File: src/rtl/addseq_ctrl_pkg.sv
// rtl/addseq_ctrl_pkg.sv - shared state encoding and byte width for the byte-serial add/subtract sequencer
package addseq_ctrl_pkg;

  localparam int BYTE_W = 8;

  typedef enum logic [1:0] {
    LOAD_X = 2'd0,
    LOAD_Y = 2'd1,
    ADD    = 2'd2,
    OUT    = 2'd3
  } state_t;

endpackage

File: src/rtl/addseq_slice8.sv
// rtl/addseq_slice8.sv - combinational 8-bit ripple-carry adder slice
module addseq_slice8
  import addseq_ctrl_pkg::*;
(
  input  logic [BYTE_W-1:0] a_i,
  input  logic [BYTE_W-1:0] b_i,
  input  logic              cin,
  output logic [BYTE_W-1:0] sum,
  output logic              cout
);

  logic [BYTE_W-1:0] gen;
  logic [BYTE_W-1:0] prop;
  logic [BYTE_W:0]   carry;

  assign carry[0] = cin;

  for (genvar i = 0; i < BYTE_W; i++) begin : g_bit
    assign gen[i]      = a_i[i] & b_i[i];
    assign prop[i]     = a_i[i] ^ b_i[i];
    assign carry[i+1]  = gen[i] | (prop[i] & carry[i]);
    assign sum[i]      = prop[i] ^ carry[i];
  end

  assign cout = carry[BYTE_W];

endmodule

File: src/rtl/addseq_ctrl.sv
// rtl/addseq_ctrl.sv - loads X then Y byte-serially, adds/subtracts one byte per cycle, streams the result out
module addseq_ctrl
  import addseq_ctrl_pkg::*;
#(
  parameter int LOG2_BYTES = 2
) (
  input  logic              clk,
  input  logic              rst_n,
  input  logic              ena,
  input  logic              op_sub,
  input  logic [BYTE_W-1:0] in_data,
  input  logic              in_valid,
  output logic              in_ready,
  output logic [BYTE_W-1:0] out_data,
  output logic              out_valid,
  input  logic              out_ready,
  output logic              carry_out,
  output logic              busy
);

  localparam int BYTES = 1 << LOG2_BYTES;
  localparam logic [LOG2_BYTES-1:0] CNT_LAST = LOG2_BYTES'(BYTES - 1);

  state_t                state_q;
  state_t                state_d;
  logic [LOG2_BYTES-1:0] cnt_q;
  logic                  op_q;
  logic                  carry_q;
  logic [BYTE_W-1:0]     x_q [BYTES];
  logic [BYTE_W-1:0]     y_q [BYTES];

  logic                  cnt_last;
  logic [BYTE_W-1:0]     add_b;
  logic [BYTE_W-1:0]     add_sum;
  logic                  add_cout;

  assign cnt_last = (cnt_q == CNT_LAST);
  // Subtract is X + ~Y + 1; the +1 comes from the carry seeded with op at the end of LOAD_Y.
  assign add_b    = op_q ? ~y_q[cnt_q] : y_q[cnt_q];

  addseq_slice8 u_slice (
    .a_i  (x_q[cnt_q]),
    .b_i  (add_b),
    .cin  (carry_q),
    .sum  (add_sum),
    .cout (add_cout)
  );

  always_ff @(posedge clk or negedge rst_n) begin
    if (!rst_n) begin
      state_q <= LOAD_X;
    end else begin
      state_q <= state_d;
    end
  end

  always_comb begin
    state_d = state_q;
    if (ena) begin
      case (state_q)
        LOAD_X:  if (in_valid && cnt_last)  state_d = LOAD_Y;
        LOAD_Y:  if (in_valid && cnt_last)  state_d = ADD;
        ADD:     if (cnt_last)              state_d = OUT;
        OUT:     if (out_ready && cnt_last) state_d = LOAD_X;
        default:                            state_d = LOAD_X;
      endcase
    end
  end

  always_comb begin
    in_ready  = ena && ((state_q == LOAD_X) || (state_q == LOAD_Y));
    out_valid = ena && (state_q == OUT);
    busy      = (state_q == ADD) || (state_q == OUT);
    out_data  = x_q[cnt_q];
  end

  // The sum overwrites X in place, so the OUT phase reads the result from X.
  always_ff @(posedge clk or negedge rst_n) begin
    if (!rst_n) begin
      cnt_q     <= '0;
      op_q      <= 1'b0;
      carry_q   <= 1'b0;
      carry_out <= 1'b0;
      for (int i = 0; i < BYTES; i++) begin
        x_q[i] <= '0;
        y_q[i] <= '0;
      end
    end else if (ena) begin
      case (state_q)
        LOAD_X: begin
          if (in_valid) begin
            x_q[cnt_q] <= in_data;
            cnt_q      <= cnt_q + 1'b1;
            if (cnt_q == '0) op_q <= op_sub;
          end
        end
        LOAD_Y: begin
          if (in_valid) begin
            y_q[cnt_q] <= in_data;
            cnt_q      <= cnt_q + 1'b1;
            if (cnt_last) carry_q <= op_q;
          end
        end
        ADD: begin
          x_q[cnt_q] <= add_sum;
          carry_q    <= add_cout;
          cnt_q      <= cnt_q + 1'b1;
          if (cnt_last) carry_out <= add_cout;
        end
        OUT: begin
          if (out_ready) cnt_q <= cnt_q + 1'b1;
        end
        default: cnt_q <= '0;
      endcase
    end
  end

endmodule

File: config.mk
export PLATFORM = sky130hd
export DESIGN_NAME = addseq_ctrl
export DESIGN_NICKNAME = d
export VERILOG_FILES = /design/src/rtl/addseq_ctrl_pkg.sv /design/src/rtl/addseq_slice8.sv /design/src/rtl/addseq_ctrl.sv
export SDC_FILE = /design/constraint.sdc
export NUM_CORES = 1
export LEC_CHECK = 0
export CORE_ASPECT_RATIO = 1.5
export CORE_MARGIN = 2
export CORE_UTILIZATION = 55
export DETAILED_ROUTE_END_ITERATION = 16
export PLACE_DENSITY_LB_ADDON = 0.2
export REMOVE_ABC_BUFFERS = 1
export SETUP_SLACK_MARGIN = 0.02
export SLEW_MARGIN = 20
export SYNTH_ARGS = -nofsm -noshare
export SYNTH_HDL_FRONTEND = slang
export SYNTH_SLANG_ARGS = --single-unit
export TNS_END_PERCENT = 50
File: constraint.sdc
create_clock -name clk -period 7.8 [get_ports clk]
set_input_delay 1.95 -clock clk [delete_from_list [all_inputs] [get_ports clk]]
set_output_delay 1.95 -clock clk [all_outputs]
set_load 0.02 [all_outputs]
# After elaboration in Yosys (flattened, before gate mapping)
# Index checks and enable logic that the tools add are counted.
[classes] add_sub_neg=1 order_cmp=2 eq_ne=13 mux=25 bitwise_logic=42 n_reduce_logical=19
[ops] cell="32-bit bitwise mux" count=3
[ops] cell="32-bit case mux with 2 select lines" count=1
[ops] cell="8-bit two-way mux" count=6
[ops] cell="8-bit binary-select mux with 2-bit select" count=2
[ops] cell="32-bit two-way mux" count=1
[ops] cell="1-bit bitwise AND" count=16
[ops] cell="8-bit demux with 2-bit select" count=1
[ops] cell="2-bit != test (second input constant)" count=8
[ops] cell="1-bit bitwise XOR" count=16
[ops] cell="2-bit two-way mux" count=6
[ops] cell="3-bit AND reduction" count=4
[ops] cell="8-bit inverter" count=1
[ops] cell="1-bit bitwise OR" count=8
[ops] cell="2-bit case mux with 4 select lines" count=1
[ops] cell="4-bit AND reduction" count=2
[ops] cell="2-bit == test (second input constant)" count=3
[ops] cell="2-bit case mux with 3 select lines" count=1
[ops] cell="1-bit logical AND" count=5
[ops] cell="5-bit AND reduction" count=1
[ops] cell="2-bit logical NOT" count=2
[ops] cell="2-bit nonzero test" count=2
[ops] cell="3-bit >= comparator (second input constant)" count=1
[ops] cell="3-bit by 1-bit < comparator with 1-bit output (second input constant)" count=1
[ops] cell="2-bit inverter with 3-bit output" count=1
[ops] cell="7 further kinds" count=9
[totals] ff_bits=71 input_bits=14 out_inout_bits=12

# Logic depth before layout (Yosys ltp)
# Gate-level depths: netlist (run 1).
[depth] ltp_word=24 ltp_mapped=17 ltp_nobuf=15

# Hierarchy
# From an unflattened synthesis (run 1), not the netlist that was laid out.
[unflattened] cells_unflattened=258 area_unflattened_um2=3766.1
[by_module_without_submodules] module="addseq_ctrl" instances=1 cells_each=240 area_each_um2=3568.4
[by_module_without_submodules] module="addseq_slice8" instances=1 cells_each=18 area_each_um2=197.7

# Worst setup path after synthesis (run 1)
# Ideal clock, no wire load.
[synth_timing] path_type="reg-to-reg" start="register cnt_q[0]" end="register x_q[15] (netlist name)" setup_time_ps=125 arrival_time_ps=4184 path_slack_ps=3492 path_stages_with_launch=17 n_path_buf=2 path_cell_list="dfrtp_1 buf_6 buf_6 mux4_1 inv_1 fa_1 fa_1 inv_1 fa_1 fa_1 fa_1 inv_1 fa_1 fa_1 fa_1 mux2i_1 mux2_2"
[synth_via] word_cells_on_any_way=48
[synth_rtl] item="from (decl)" line_no="addseq_ctrl.sv:26" source="logic [LOG2_BYTES-1:0] cnt_q;"
[synth_rtl] item="from (signal assigned)" line_no="addseq_ctrl.sv:93" source="cnt_q <= cnt_q + 1'b1;"
[synth_rtl] item="from (signal assigned)" line_no="addseq_ctrl.sv:100" source="cnt_q <= cnt_q + 1'b1;"
[synth_rtl] item="from (signal assigned)" line_no="addseq_ctrl.sv:107" source="cnt_q <= cnt_q + 1'b1;"
[synth_rtl] item="2-bit inverter with 3-bit output (*)"
[synth_rtl] item="8-bit binary-select mux with 2-bit select (*)"
[synth_rtl] item="8-bit two-way mux (*) (2 in a row)"
[synth_rtl] item="named net out_data[0]" line_no="addseq_ctrl.sv:14" source="output logic [BYTE_W-1:0] out_data,"
[synth_rtl] item="1-bit bitwise XOR" line_no="addseq_slice8.sv:20" source="assign prop[i] = a_i[i] ^ b_i[i];"
[synth_rtl] item="1-bit bitwise AND" line_no="addseq_slice8.sv:21" source="assign carry[i+1] = gen[i] | (prop[i] & carry[i]);"
[synth_rtl] item="1-bit bitwise OR (*)" line_no="addseq_slice8.sv:21"
[synth_rtl] item="1-bit bitwise AND (*)" line_no="addseq_slice8.sv:21"
[synth_rtl] item="(+6 left out)"
[synth_rtl] item="1-bit bitwise OR (*)" line_no="addseq_slice8.sv:21"
[synth_rtl] item="1-bit bitwise AND (*)" line_no="addseq_slice8.sv:21"
[synth_rtl] item="1-bit bitwise OR (*)" line_no="addseq_slice8.sv:21"
[synth_rtl] item="1-bit bitwise AND (*)" line_no="addseq_slice8.sv:21"
[synth_rtl] item="1-bit bitwise OR (*)" line_no="addseq_slice8.sv:21"
[synth_rtl] item="1-bit bitwise XOR (*)" line_no="addseq_slice8.sv:22" source="assign sum[i] = prop[i] ^ carry[i];"
[synth_rtl] item="32-bit bitwise mux (*)" line_no="addseq_ctrl.sv:105" source="x_q[cnt_q] <= add_sum;"
[synth_rtl] item="32-bit case mux with 2 select lines (*)" line_no="addseq_ctrl.sv:89" source="case (state_q)"
[synth_rtl] item="to (signal, indexed assignment)" line_no="addseq_ctrl.sv:92" source="x_q[cnt_q] <= in_data;"
[synth_rtl] item="to (signal, indexed assignment)" line_no="addseq_ctrl.sv:105"
[synth_rtl] item="to (decl)" line_no="addseq_ctrl.sv:29" source="logic [BYTE_W-1:0] x_q [BYTES];"
# Mark *: on every way through the listed nets, which the timed path passes. The rest lies on a longest branch. The select of a mux whose other input is x is not followed.
# A chain may end at the register's enable or synchronous reset.

# Final worst setup path (run 1)
[layout_timing] start="input port ena" end="output port out_valid"
[layout_via] elab_chain_cells=1
[layout_rtl] item="from (decl)" line_no="addseq_ctrl.sv:9" source="input logic ena,"
[layout_rtl] item="1-bit logical AND" line_no="addseq_ctrl.sv:72" source="out_valid = ena && (state_q == OUT);"
[layout_rtl] item="to (decl)" line_no="addseq_ctrl.sv:15" source="output logic out_valid,"
# Every way passes these cells.

==> results of run 1 <==
==> cells in the final DEF, fill, tap and decap left out, types with 2 or more instances in the layout <==
cell             instances
mux4_1                  13
nand3_4                  4
nand2_4                  3
and3_1                   3
ha_1                     8
inv_1                   17
nand2_1                  7
fa_1                     8
buf_4                    3
mux2i_1                  6
o21bai_1                 2
clkbuf_8                13
mux2_2                  64
mux4_2                   3
o21ai_0                  8
dfrtp_1                 71
clkdlybuf4s50_1         24
nand4_1                  2
xor2_1                   3
xnor2_1                  6
==> state kept, by name (all words and copies together) (netlist names) <==
signal / count
op_q: 1
state_q: 2
carry_out: 1
carry_q: 1
cnt_q: 2
x_q: 32
y_q: 32
==> cell usage after synthesis (4+ instances only) <==
library cell,number,area (um^2)
buf_2,4,20.02
dfrtp_1,71,1777
fa_1,8,160.2
ha_1,8,100.1
inv_1,17,63.81
mux2_2,64,720.7
mux2i_1,6,60.06
mux4_1,13,341.6
nand2_1,7,26.28
nand3_4,4,70.07
o21ai_0,8,40.04
xnor2_1,6,52.55
==> kinds of logic after synthesis <==
kind of cell,count (synthesis)
AOI/OAI and AO/OA,14
xor gates and xnor gates,9
adders and majority gates,16
buffers and inverters,28
DFF,71
muxes,88
and+or+nand+nor,26
==> stage by stage <==
step                hold WS (ns)  cells
finish                    0.4778    359
detailed placement        0.4696    345
floorplan                 0.4419    241
global route              0.5043    359
CTS                       0.4857    359
global placement          0.4600    345
==> worst max-delay path: stages <==
cell and delay [ns]:
clkdlybuf4s50_1 0.88, and2_1 0.22, clkdlybuf4s50_1 0.59
==> final timing paths <==
path | start | to | slack (ns) | cells past startpoint
max | ena | out_valid | 2.21 | 3
min | y_q[9] | y_q[9] | 0.48 | 2
max reg2reg | cnt_q[0] | x_q[23] | 3.04 | 15
min reg2reg | y_q[9] | y_q[9] | 0.48 | 2
max in group asynchronous | rst_n | y_q[15] | 5.42 | 2
min in group asynchronous | rst_n | x_q[16] | 1.79 | 2
==> metal layers <==
layer,part of all wire,track usage,vias to the layer above
li1,-,-,970
met1,0.40,0.2662,1100
met2,0.53,0.3519,44
met3,0.034,0.03920,17
met4,0.032,0.1105,0
met5,0,0,-
==> where the power goes <==
part | switching (mW) | internal [mW]
clock | 0.126 | 0.147
sequential | 0.0940 | 0.548
combinational | 0.560 | 0.568
total | 0.780 | 1.26
==> final cells by class <==
| cell class | instances | area [um^2] |
|---|---|---|
| Tap cell | 76 | 95.09 |
| Inverter | 17 | 63.81 |
| Sequential cell | 71 | 1777 |
| Multi-Input combinational cell | 153 | 1843 |
| Clock buffer | 14 | 182.7 |
| Fill cell | 503 | 2347 |
| Timing Repair Buffer | 28 | 267.8 |
==> out/metrics.yaml, run 1 <==
outcome:
  outcome: "finished, final reports clean"
logic_synthesis:
  synthAdderAreaFrac: 0.06922
  yosysUniqueCellTypes: 34
  synth_cells: 252
  yosysWarnings: 0
  synth_top_family_by_area: "multiplexers"
  synth-compound-area-share: 0.02296
  muxShareOfSynthArea: 0.3235
  synth_xor_area_frac: 0.02097
  ys_seq_area_frac: 0.4725
  synth_flop_cell: "dfrtp_1"
  synth_simple_gate_area_share: 0.05358
  avgSynthCellArea_um2: 14.92
  ys_ff_latch: 71
  synth_edf_count: 0
  ys_async_sr_fraction: 1.000
  syn_area_mm2: 0.003760
timing:
  tightestPinTransition_ns: 0.8803
  min_period_ns: 5.589
  max_freq_mhz: 178.9
  finClkSkew_ns: 0.009416
  hold_viol_final: 0
  drv_slew: 0
  setup_viol: 0
  relSlewSlack: 0.4132
  tns_ns: 0
  rsz0062_at_grt: "no"
  timing.final.ws_setup_ns: 2.211
  period_share: 0.7166
die:
  die_w_um: 71.51
  die_height_um: 105.3
  core-area_mm2: 0.006576
  die-area_mm2: 0.007527
  initial_utilization: 0.5717
  ioPinCount: 26
  row_count: 36
grt:
  grt_pass1_vias: 2284
  grt_pass1_wl_um: 11800
  antenna_found_initial: 0
  grt_max_degree: 72
  track_usage: 0.2139
  grt_overflow_total: 0
cts:
  post_cts_resized: 0
  insertion_delay_ns: 0.35
  cts-htree-levels: 3
  clockBufferDepth: 2
  postCtsSetupBuffers: 0
  cts_tree: "built"
  cts_hold_buf: 0
  cts-root-buf: "clkbuf_8"
  cts.sinks: 71
  clk_pin_slew_ns: 0.07
  cts_buffers: 9
routing:
  first_iter_violations: 90
  vias: 2131
  drc: 0
  first_pass_iters: 4
  viasPerCell: 5.936
  wl_per_cell_um: 19.65
  finalWirelength_um: 7053
  antenna_left: 0
setup_path:
  required_ns: 5.85
  crit_type: "in -> out"
  cp-end-kind: "primary output"
  critPathArrivalTime_ns: 3.64
  cp-start-kind: "primary input"
  critPathMaxFanout: 14
layout:
  drive_above_1_share: 0.3286
  fin_nets: 310
  antenna_cells: 0
  final_util: 0.6431
  final_cell_area_mm2: 0.004229
  area_growth_pct: 12.48
pwr:
  vdd_ir_drop_max_v: 0.0002494
  total_power_mw: 2.043
  p_leak_nw: 1.955
  powerDensity_mw_per_mm2: 483.1
place:
  gp_congestion: 0.8061
  dp_hpwl_um: 4850
  placed_area_mm2: 0.004046
  dp_slack_ns: 2.209
  portBuffers: 25
min_path:
  holdCritPathClass: "reg -> reg"
flow_run:
  maxCapViolations: 0
Power figures use the tool's default switching activity.
==> inputs of run 2 (changes only) <==
--- a/config.mk
+++ b/config.mk
@@ -7,7 +7,7 @@
 export LEC_CHECK = 0
 export CORE_ASPECT_RATIO = 1.5
 export CORE_MARGIN = 2
-export CORE_UTILIZATION = 55
+export CORE_UTILIZATION = 53
 export DETAILED_ROUTE_END_ITERATION = 16
 export PLACE_DENSITY_LB_ADDON = 0.2
 export REMOVE_ABC_BUFFERS = 1
==> constraint.sdc (replaced) <==
create_clock -name clk -period 4.55 [get_ports clk]
set_input_delay 1.1375 -clock clk [delete_from_list [all_inputs] [get_ports clk]]
set_output_delay 1.1375 -clock clk [all_outputs]
set_load 0.02 [all_outputs]
==> run 2 against run 1 <==
Final cell count rose by 2.5%. Sequential share of layout area decreased by 0.89 points. Count of clock-buffer cells in the layout stayed put. Worst hold slack improved by 0.0028 ns. First-iteration DRC count is 11% higher. Clock skew is 0.0036 ns higher. Routed wire length is 5.2% higher. Global-route usage barely moved. Critical path depth up 11. Worst setup slack got worse by 2.0 ns. Cell area rose by 2.2%. Largest cell class unchanged. Largest power group unchanged.
==> out/metrics.yaml, run 2 (synthesis gave the netlist of run 1 again) <==
setup_path:
  cp-start-kind: "flop"
  cp-end-kind: "flop"
  critPathArrivalTime_ns: 4.55  # +0.91 ns
  reg2reg_to: "x_q[15]"
  critPathMaxFanout: 4  # -10
  crit_type: "reg -> reg"
  r2r-start: "cnt_q[0]"
  rrSetupSlack_ns: 0.23  # -2.81 ns
  required_ns: 4.79  # -1.06 ns
  worstRegToRegCells: 14  # -1
flow_run:
  maxCapViolations: 0  # unchanged
grt:
  grt_pass1_wl_um: 11890  # +0.75%
  antenna_found_initial: 0  # unchanged
  grt_max_degree: 50  # -31%
  grt_overflow_total: 0  # unchanged
  grt_pass1_vias: 2288  # +0.18%
  track_usage: 0.2140  # about the same
pwr:
  total_power_mw: 3.658  # +79%
  p_sw_mw: 1.370  # +76%
  p_leak_nw: 2.001  # +2.4%
  p_clk_frac: 0.151  # +0.017
  vdd_ir_drop_max_v: 0.0003369  # +35%
  power.internal_mw: 2.287  # +81%
  switching_share: 0.3746  # -0.007166
  power.share.sequential: 0.299  # -0.015
  p_comb_frac: 0.550  # -0.002
  powerDensity_mw_per_mm2: 845.8  # +75%
cts:
  clockBufferDepth: 2  # unchanged
  cts_tree: "built"
  clk_pin_slew_ns: 0.08  # about the same
  cts-root-buf: "clkbuf_8"
  cts_hold_buf: 0  # unchanged
  cts.sinks: 71  # unchanged
  insertion_delay_ns: 0.36  # about the same
  cts_buffers: 9  # unchanged
  cts-htree-levels: 3  # unchanged
  postCtsSetupBuffers: 0  # unchanged
min_path:
  holdPathEnd: "carry_out"
  holdCritPathClass: "reg -> reg"
  whs_path_depth: 2  # unchanged
  min-delay-start: "carry_out"
die:
  die_height_um: 107.2  # +1.8%
  initial_utilization: 0.5488  # -0.02297
  die-area_mm2: 0.007798  # +3.6%
  die_w_um: 72.77  # +1.8%
  core-area_mm2: 0.006852  # +4.2%
  ioPinCount: 26  # unchanged
  row_count: 37  # +2.8%
layout:
  drive_above_1_share: 0.3552  # +0.02655
  final_common_cell: "dfrtp_1"
  area_growth_pct: 15.01
  fin_nets: 315  # +1.6%
  final_util: 0.6311  # -0.01196
  final_cell_area_mm2: 0.004324  # +2.2%
  antenna_cells: 0  # unchanged
  reg_top3: "x_q x32, y_q x32"
  final_cell_mix: "dfrtp_1, mux2_2, clkdlybuf4s50_1"
timing:
  rsz0062_at_grt: "no"
  drv_slew: 0  # unchanged
  relSlewSlack: 0.5887  # +0.1756
  timing.final.ws_setup_ns: 0.2346  # -1.976 ns
  max_freq_mhz: 231.7
  min_period_ns: 4.315
  finClkSkew_ns: 0.01300  # +0.003588 ns
  setup_viol: 0  # unchanged
  hold_viol_final: 0  # unchanged
  tns_ns: 0  # unchanged
  period_share: 0.9484
  tightestPinTransition_ns: 0.6169  # -0.2634 ns
routing:
  first_iter_violations: 100  # +11%
  vias: 2171  # +1.9%
  viasPerCell: 5.899  # -0.61%
  finalWirelength_um: 7423  # +5.2%
  first_pass_iters: 4  # unchanged
  drc: 0  # unchanged
  wl_per_cell_um: 20.17  # +2.7%
  antenna_left: 0  # unchanged
place:
  portBuffers: 25  # unchanged
  placed_area_mm2: 0.004099  # +1.3%
  dp_hpwl_um: 5188  # +7.0%
  gp_congestion: 0.7923  # -1.7%
  dp_slack_ns: 0.1872  # -2.022 ns
outcome:
  outcome: "finished, final reports clean"
run 2: area by class of cell:
type | instances | area, um^2
fill | 543 | 2527
multi-input combinational | 153 | 1839
sequential | 71 | 1778
timing repair buffer | 33 | 317.8
clock buffer | 14 | 192.7
tap | 78 | 97.59
inverter | 17 | 63.81
clock inverter | 2 | 35.03
run 2: per-stage QoR:
| stage | instances | hold slack [ns] |
|---|---|---|
| 2_1_floorplan | 241 | 0.4419 |
| 6_report | 368 | 0.4806 |
| 3_5_place_dp | 352 | 0.4689 |
| 5_1_grt | 368 | 0.5020 |
| 3_3_place_gp | 352 | 0.4560 |
| 4_1_cts | 368 | 0.4867 |
run 2: routing by layer:
metal  GRT usage  part of all wire  vias to the layer above  routed length (um)
li1            -                 -                      977                   -
met1      0.2556              0.42                     1149                3090
met2      0.3571              0.53                       30                3931
met3     0.05451             0.028                       15                 211
met4     0.09921             0.025                        0                 189
met5           0                 0                        -                   0
run 2: repair_timing:
| action | 4_1_cts | 5_1_grt |
|---|---|---|
| endpoints found under the setup margin | 0 | 4 |
| endpoints found under the hold margin | 0 | 0 |
| resized for setup | 0 | 2 |
run 2: power groups by stage:
stage | Sequential [mW] | Combinational (mW) | Clock [mW]
floorplan | 1.10 | 1.36 | 0
global placement | 1.09 | 2.01 | 0
detailed placement | 1.10 | 2.02 | 0
CTS | 1.09 | 2.05 | 0.572
global route | 1.13 | 2.22 | 0.595
finish | 1.09 | 2.01 | 0.553
run 2: how the worst max path moves through the flow:
stage	slack (ns)	cells after the start	start	endpoint
floorplan	-0.07	14	cnt_q[0]	x_q[15]
global placement	0.24	14	cnt_q[0]	x_q[15]
detailed placement	0.19	14	cnt_q[0]	x_q[15]
CTS	0.13	14	cnt_q[0]	x_q[15]
global route	0.05	14	cnt_q[0]	x_q[15]
finish	0.23	14	cnt_q[0]	x_q[15]
run 2: worst max-delay path, cell delays in order (launching register included):
cell	delay [ns]
dfrtp_2	0.41
mux4_2	0.51
xnor2_1	0.16
fa_1	0.38
fa_1	0.37
inv_1	0.07
fa_1	0.17
fa_1	0.19
fa_1	0.18
inv_1	0.06
fa_1	0.39
fa_1	0.40
fa_1	0.49
mux2i_1	0.12
mux2_2	0.28
==> inputs of run 3 (changes only) <==
--- a/config.mk
+++ b/config.mk
@@ -6,7 +6,6 @@
 export NUM_CORES = 1
 export LEC_CHECK = 0
 export CORE_ASPECT_RATIO = 1.5
-export CORE_MARGIN = 2
 export CORE_UTILIZATION = 53
 export DETAILED_ROUTE_END_ITERATION = 16
 export PLACE_DENSITY_LB_ADDON = 0.2
==> run 3 against run 2 <==
The flow now finishes with violations (design-rule violations). Count of clock-buffer cells in the layout decreased by 1. Critical path depth increased by 1. Non-clock buffer count decreased by 1. Maximum frequency decreased by 0.73%. Clock power decreased by 5.6%. Global-route usage increased by 1.1 points. Power increased by 1.3%. First-iteration DRC count decreased by 23%. Sequential share of layout area increased by 0.12 points. Routed wire length decreased by 1.1%. Clock skew decreased by 0.0024 ns. Via count decreased by 1.6%.
==> out/metrics.yaml, run 3 (synthesis gave the netlist of run 1 again) <==
cts:
  cts_buffers: 9  # unchanged
  cts-htree-levels: 3  # unchanged
  cts_tree: "built"
  clk_pin_slew_ns: 0.07  # about the same
  postCtsSetupBuffers: 0  # unchanged
  cts-root-buf: "clkbuf_8"
  insertion_delay_ns: 0.35  # about the same
  cts.sinks: 71  # unchanged
  clockBufferDepth: 2  # unchanged
timing:
  relSlewSlack: 0.3915  # -0.1972
  period_share: 0.9554  # +0.006928
  drv_slew: 0  # unchanged
  tightestPinTransition_ns: 0.9127  # +0.2958 ns
  finClkSkew_ns: 0.01065  # -0.002353 ns
  setup_viol: 0  # unchanged
  rsz0062_at_grt: "no"
  whs_ns: 0.4851  # +0.004572 ns
  timing.final.ws_setup_ns: 0.2031  # -0.03152 ns
  max_freq_mhz: 230.0  # -0.73%
  min_period_ns: 4.347  # +0.03152 ns
  hold_viol_final: 0  # unchanged
routing:
  first_iter_violations: 77  # -23%
  first_pass_iters: 10  # +6
  wl_per_cell_um: 20.00  # -0.86%
  vias: 2136  # -1.6%
  finalWirelength_um: 7339  # -1.1%
  antenna_left: 0  # unchanged
  drc: 6  # +6
  viasPerCell: 5.820  # -1.3%
min_path:
  holdCritPathClass: "reg -> reg"
  min-delay-start: "y_q[9]"
pwr:
  vdd_ir_drop_max_v: 0.0003675  # +9.1%
  powerDensity_mw_per_mm2: 859.3  # +1.6%
  total_power_mw: 3.705  # +1.3%
  p_leak_nw: 1.982  # -0.96%
setup_path:
  r2r-start: "cnt_q[0]"
  cp-start-kind: "flop"
  critPathArrivalTime_ns: 4.57  # +0.02 ns
  path_cells: "buf_12 -> mux4_2 -> inv_1 -> fa_2 -> fa_1 -> inv_1 -> fa_1 -> fa_1 -> fa_1 -> inv_1 -> fa_1 -> fa_2 -> fa_1 -> mux2i_4 -> mux2_2"
  cpPeakStageDelay_ns: 0.60  # +0.09 ns
  cp-startpoint: "cnt_q[0]"
  crit_slowest_cell: "fa_1"
  cp-end-kind: "flop"
  crit_type: "reg -> reg"
  required_ns: 4.78  # about the same
  cp_top_family: "adder cells"
  crit_top_cell: "fa_1"
  path_buf_inv: 4  # +2
  critPathMaxFanout: 14  # +10
place:
  dp.cells: 351  # -0.28%
  dp_slack_ns: 0.1095  # -0.07772 ns
  portBuffers: 25  # unchanged
  dp_hpwl_um: 5240  # +1.0%
  gp_congestion: 0.7759  # -2.1%
outcome:
  violations: "design-rule violations"
  outcome: "finished with violations"
die:
  die_height_um: 105.2  # -1.9%
  core-area_mm2: 0.006852  # unchanged
  die_w_um: 70.77  # -2.7%
  ioPinCount: 26  # unchanged
  die-area_mm2: 0.007442  # -4.6%
  row_count: 37  # unchanged
  initial_utilization: 0.5488  # unchanged
layout:
  antenna_cells: 0  # unchanged
  reg_top3: "x_q x32, y_q x32"
  final_common_cell: "dfrtp_1"
  fin_nets: 314  # -0.32%
  final_util: 0.6293  # -0.001827
  area_growth_pct: 14.68
  drive_above_1_share: 0.3633  # +0.008149
  final_cell_mix: "dfrtp_1, mux2_2, clkdlybuf4s50_1"
  layoutNonFillerInstCount: 367  # -0.27%
grt:
  grt_pass1_wl_um: 12260  # +3.1%
  grt_pass1_vias: 2313  # +1.1%
  grt_overflow_total: 0  # unchanged
  antenna_found_initial: 0  # unchanged
  grt_max_degree: 42  # -16%
  track_usage: 0.2248  # +0.01078
flow_run:
  maxCapViolations: 0  # unchanged
run 3: cell count changes in the layout (fill, tap and decap cells not counted), sizes merged:
cell,delta
buf,-1
clkinv,+1
clkbuf,-1
run 3: metrics by stage:
stage | cell area [um^2] | TNS, ns
floorplan | 3684 | -0.2778
CTS | 4300 | 0
detailed placement | 4091 | 0
finish | 4312 | 0
global route | 4312 | 0
global placement | 4091 | 0
run 3: path summary, 6_finish.rpt:
path / slack (ns) / cells after the start / to
worst max register to register: 0.20 / 15 / x_q[7]
worst max-delay path: 0.20 / 15 / x_q[7]
worst min register to register: 0.49 / 2 / y_q[9]
max in group asynchronous: 2.68 / 2 / cnt_q[0]
worst min-delay path: 0.49 / 2 / y_q[9]
min in group asynchronous: 0.91 / 1 / state_q[1]
run 3: per-layer routing:
layer  GRT usage  vias to the layer above  share of wire  routed length (um)
met1      0.2790                     1118           0.42                3084
met3     0.05014                        9          0.026                 189
met5           0                        -              0                   0
li1            -                      978              -                   -
met2      0.3805                       31           0.54                3954
met4     0.08571                        0          0.015                 112
run 3: what timing repair did:
| action | CTS | global route |
|---|---|---|
| gates resized for setup | 0 | 7 |
| hold buffers | 0 | 0 |
| endpoints found under the setup margin | 0 | 4 |
run 3: worst register-to-register path: stages, from the launching register on:
cell and delay, ns:
dfrtp_2 0.44, buf_12 0.16, mux4_2 0.37, inv_1 0.07, fa_2 0.38, fa_1 0.37
inv_1 0.08, fa_1 0.19, fa_1 0.19, fa_1 0.16, inv_1 0.05, fa_1 0.39
fa_2 0.36, fa_1 0.60, mux2i_4 0.10, mux2_2 0.30
run 3: report_power, final:
group          internal (mW)  total (mW)  switching, mW
logic                   1.06        2.09           1.03
registers              0.941        1.10          0.157
clock network          0.297       0.522          0.225
run 3: final cells by class:
cell class	count	area, um^2
Clock inverter	3	40.04
Clock buffer	13	168.9
Sequential cell	71	1778
Inverter	17	63.81
Timing Repair Buffer	32	310.3
Fill cell	544	2540
Tap cell	78	97.59
Multi-Input combinational cell	153	1853
==> edit (settings of run 1) <==
`BYTE_W`: 8 -> 12.
--- a/src/rtl/addseq_ctrl_pkg.sv
+++ b/src/rtl/addseq_ctrl_pkg.sv
@@ -1,7 +1,7 @@
 // rtl/addseq_ctrl_pkg.sv - shared state encoding and byte width for the byte-serial add/subtract sequencer
 package addseq_ctrl_pkg;
 
-  localparam int BYTE_W = 8;
+  localparam int BYTE_W = 12;
 
   typedef enum logic [1:0] {
     LOAD_X = 2'd0,
Ports: changed (resized in_data and out_data); port bits go from 26 to 34. The function was not compared with the original's and may differ.
==> edit against run 1 <==
Synthesized cell count grew 35%. Area after synthesis grew 45%. Cell area grew 43%. Setup slack lost 1.0 ns. Wire length grew 48%. Power grew 49%. Sequential cell count grew 32. Final cell count grew 36%. Register-to-register slack lost 1.8 ns. Worst hold slack gained 0.0095 ns. Sequential share of layout area grew 0.50 points. Critical endpoint is now x_q[23]$_DFFE_PN0P_. Largest power group unchanged. Highest routed layer unchanged.
==> edit: results <==
group,metric,value,unit
outcome,run_status,"finished clean",
global_routing,grt_pass1_wl,17.31,mm
finish,fin_nets,407,
global_routing,use_met2,0.3575,
clock_network,cts_resized,0,
pwr,ir_drop,0.3090,mV
synthesis,yosys-top-cells-count,"dfrtp_1, mux2_2, mux2_4, inv_1, mux4_2",
worst_setup_path,cp_max_fo,13,
finish,clock_area_frac,0.04705,
global_routing,grt_usage,0.2152,
synthesis,ys_ff_latch,103,
finish,multi_input_area_share,0.4333,
finish,bufAreaShareNonClock,0.06026,
worst_setup_path,slowest_delay,0.60,ns
finish,sh_seq_area,0.4251,
drt,wl_per_cell,21.37,µm
clock_network,cts_root_buf,"clkbuf_16",
drt,detail_route.vias_per_cell,5.820,
synthesis,synth_area_leaders,"dfrtp_1, mux2_2, mux2_4",
finish,n_all_buffers,38,
global_routing,grt_pass1_vias,3144,
global_routing,grt_use_met1,0.2876,
placed_design,post-place-ws,1.149,ns
timing,setup_ws,1.197,ns
timing,skew,0.007789,ns
finish,final_cells,489,
synthesis,yosysSeqAreaShare,0.4735,
finish,multi_input_comb_cells,200,
timing,hold_slack,0.4872,ns
drt,met2_length,5.490,mm
placed_design,numPlacedInstances,473,
worst_setup_path,critPathKind,"flip-flop to flip-flop",
worst_hold_path,min_from,"y_q[1]$_DFFE_PN0P_",
drt,dr.first_iter.drc_count,123,
timing,tightest_slew,1.021,ns
finish,top_regs,"x_q (48), y_q (48)",
worst_setup_path,cp_top_family,"adder cells",
worst_setup_path,cp_slowest_cell,"dfrtp_1",
drt,wl_met1,4.576,mm
worst_setup_path,setup.worst_path.end,"x_q[23]$_DFFE_PN0P_",
finish,nClkBuffers,11,
worst_setup_path,rr_worst_depth,19,
drt,wl_met3,266,µm
synthesis,synth_cells,339,
synthesis,synth.distinct_cells,31,
pwr,cellLeakagePower,2.860,nW
placed_design,io_buffers,33,
placed_design,placed_cell_area,5778,µm²
worst_setup_path,cp.arrival,6.84,ns
global_routing,grt_util_met3,0.04849,
synthesis,synth_area,5444,µm²
finish,drive_above_1_share,0.3904,
global_routing,grt_max_degree,75,
clock_network,htree_levels,3,
worst_hold_path,min_to,"y_q[1]$_DFFE_PN0P_",
drt,firstDrtPassIters,4,
finish,final.fill_count,709,
placed_design,gp_congestion,0.7508,
pwr,power.total,3.053,mW
[edit: changes by cell type in the layout (fill, tap and decap cells not counted), sizes merged, moves of 4 or more]
| cell | run 1 | this run |
|---|---|---|
| mux2 | 66 | 105 |
| clkdlybuf4s50 | 24 | 32 |
| mux4 | 16 | 24 |
| clkinv | 0 | 5 |
| xor2 | 3 | 8 |
| dfrtp | 71 | 103 |
| fa | 8 | 12 |
[edit: power by group]
group	internal (mW)	switching, mW
Sequential	0.792	0.154
Combinational	0.915	0.764
Clock	0.233	0.195
Total	1.94	1.11
[edit: kinds of logic (layout without fill, tap and decap cells)]
| kind of cell | Yosys count | in the layout | share of synthesized area |
|---|---|---|---|
| buf+inv | 36 | 71 | 0.04390 |
| compound gates | 8 | 8 | 0.009194 |
| mux | 136 | 136 | 0.3645 |
| flops | 103 | 103 | 0.4735 |
| simple gates | 23 | 23 | 0.02551 |
| fa+ha+maj | 20 | 20 | 0.06252 |
| xor+xnor | 13 | 13 | 0.02091 |
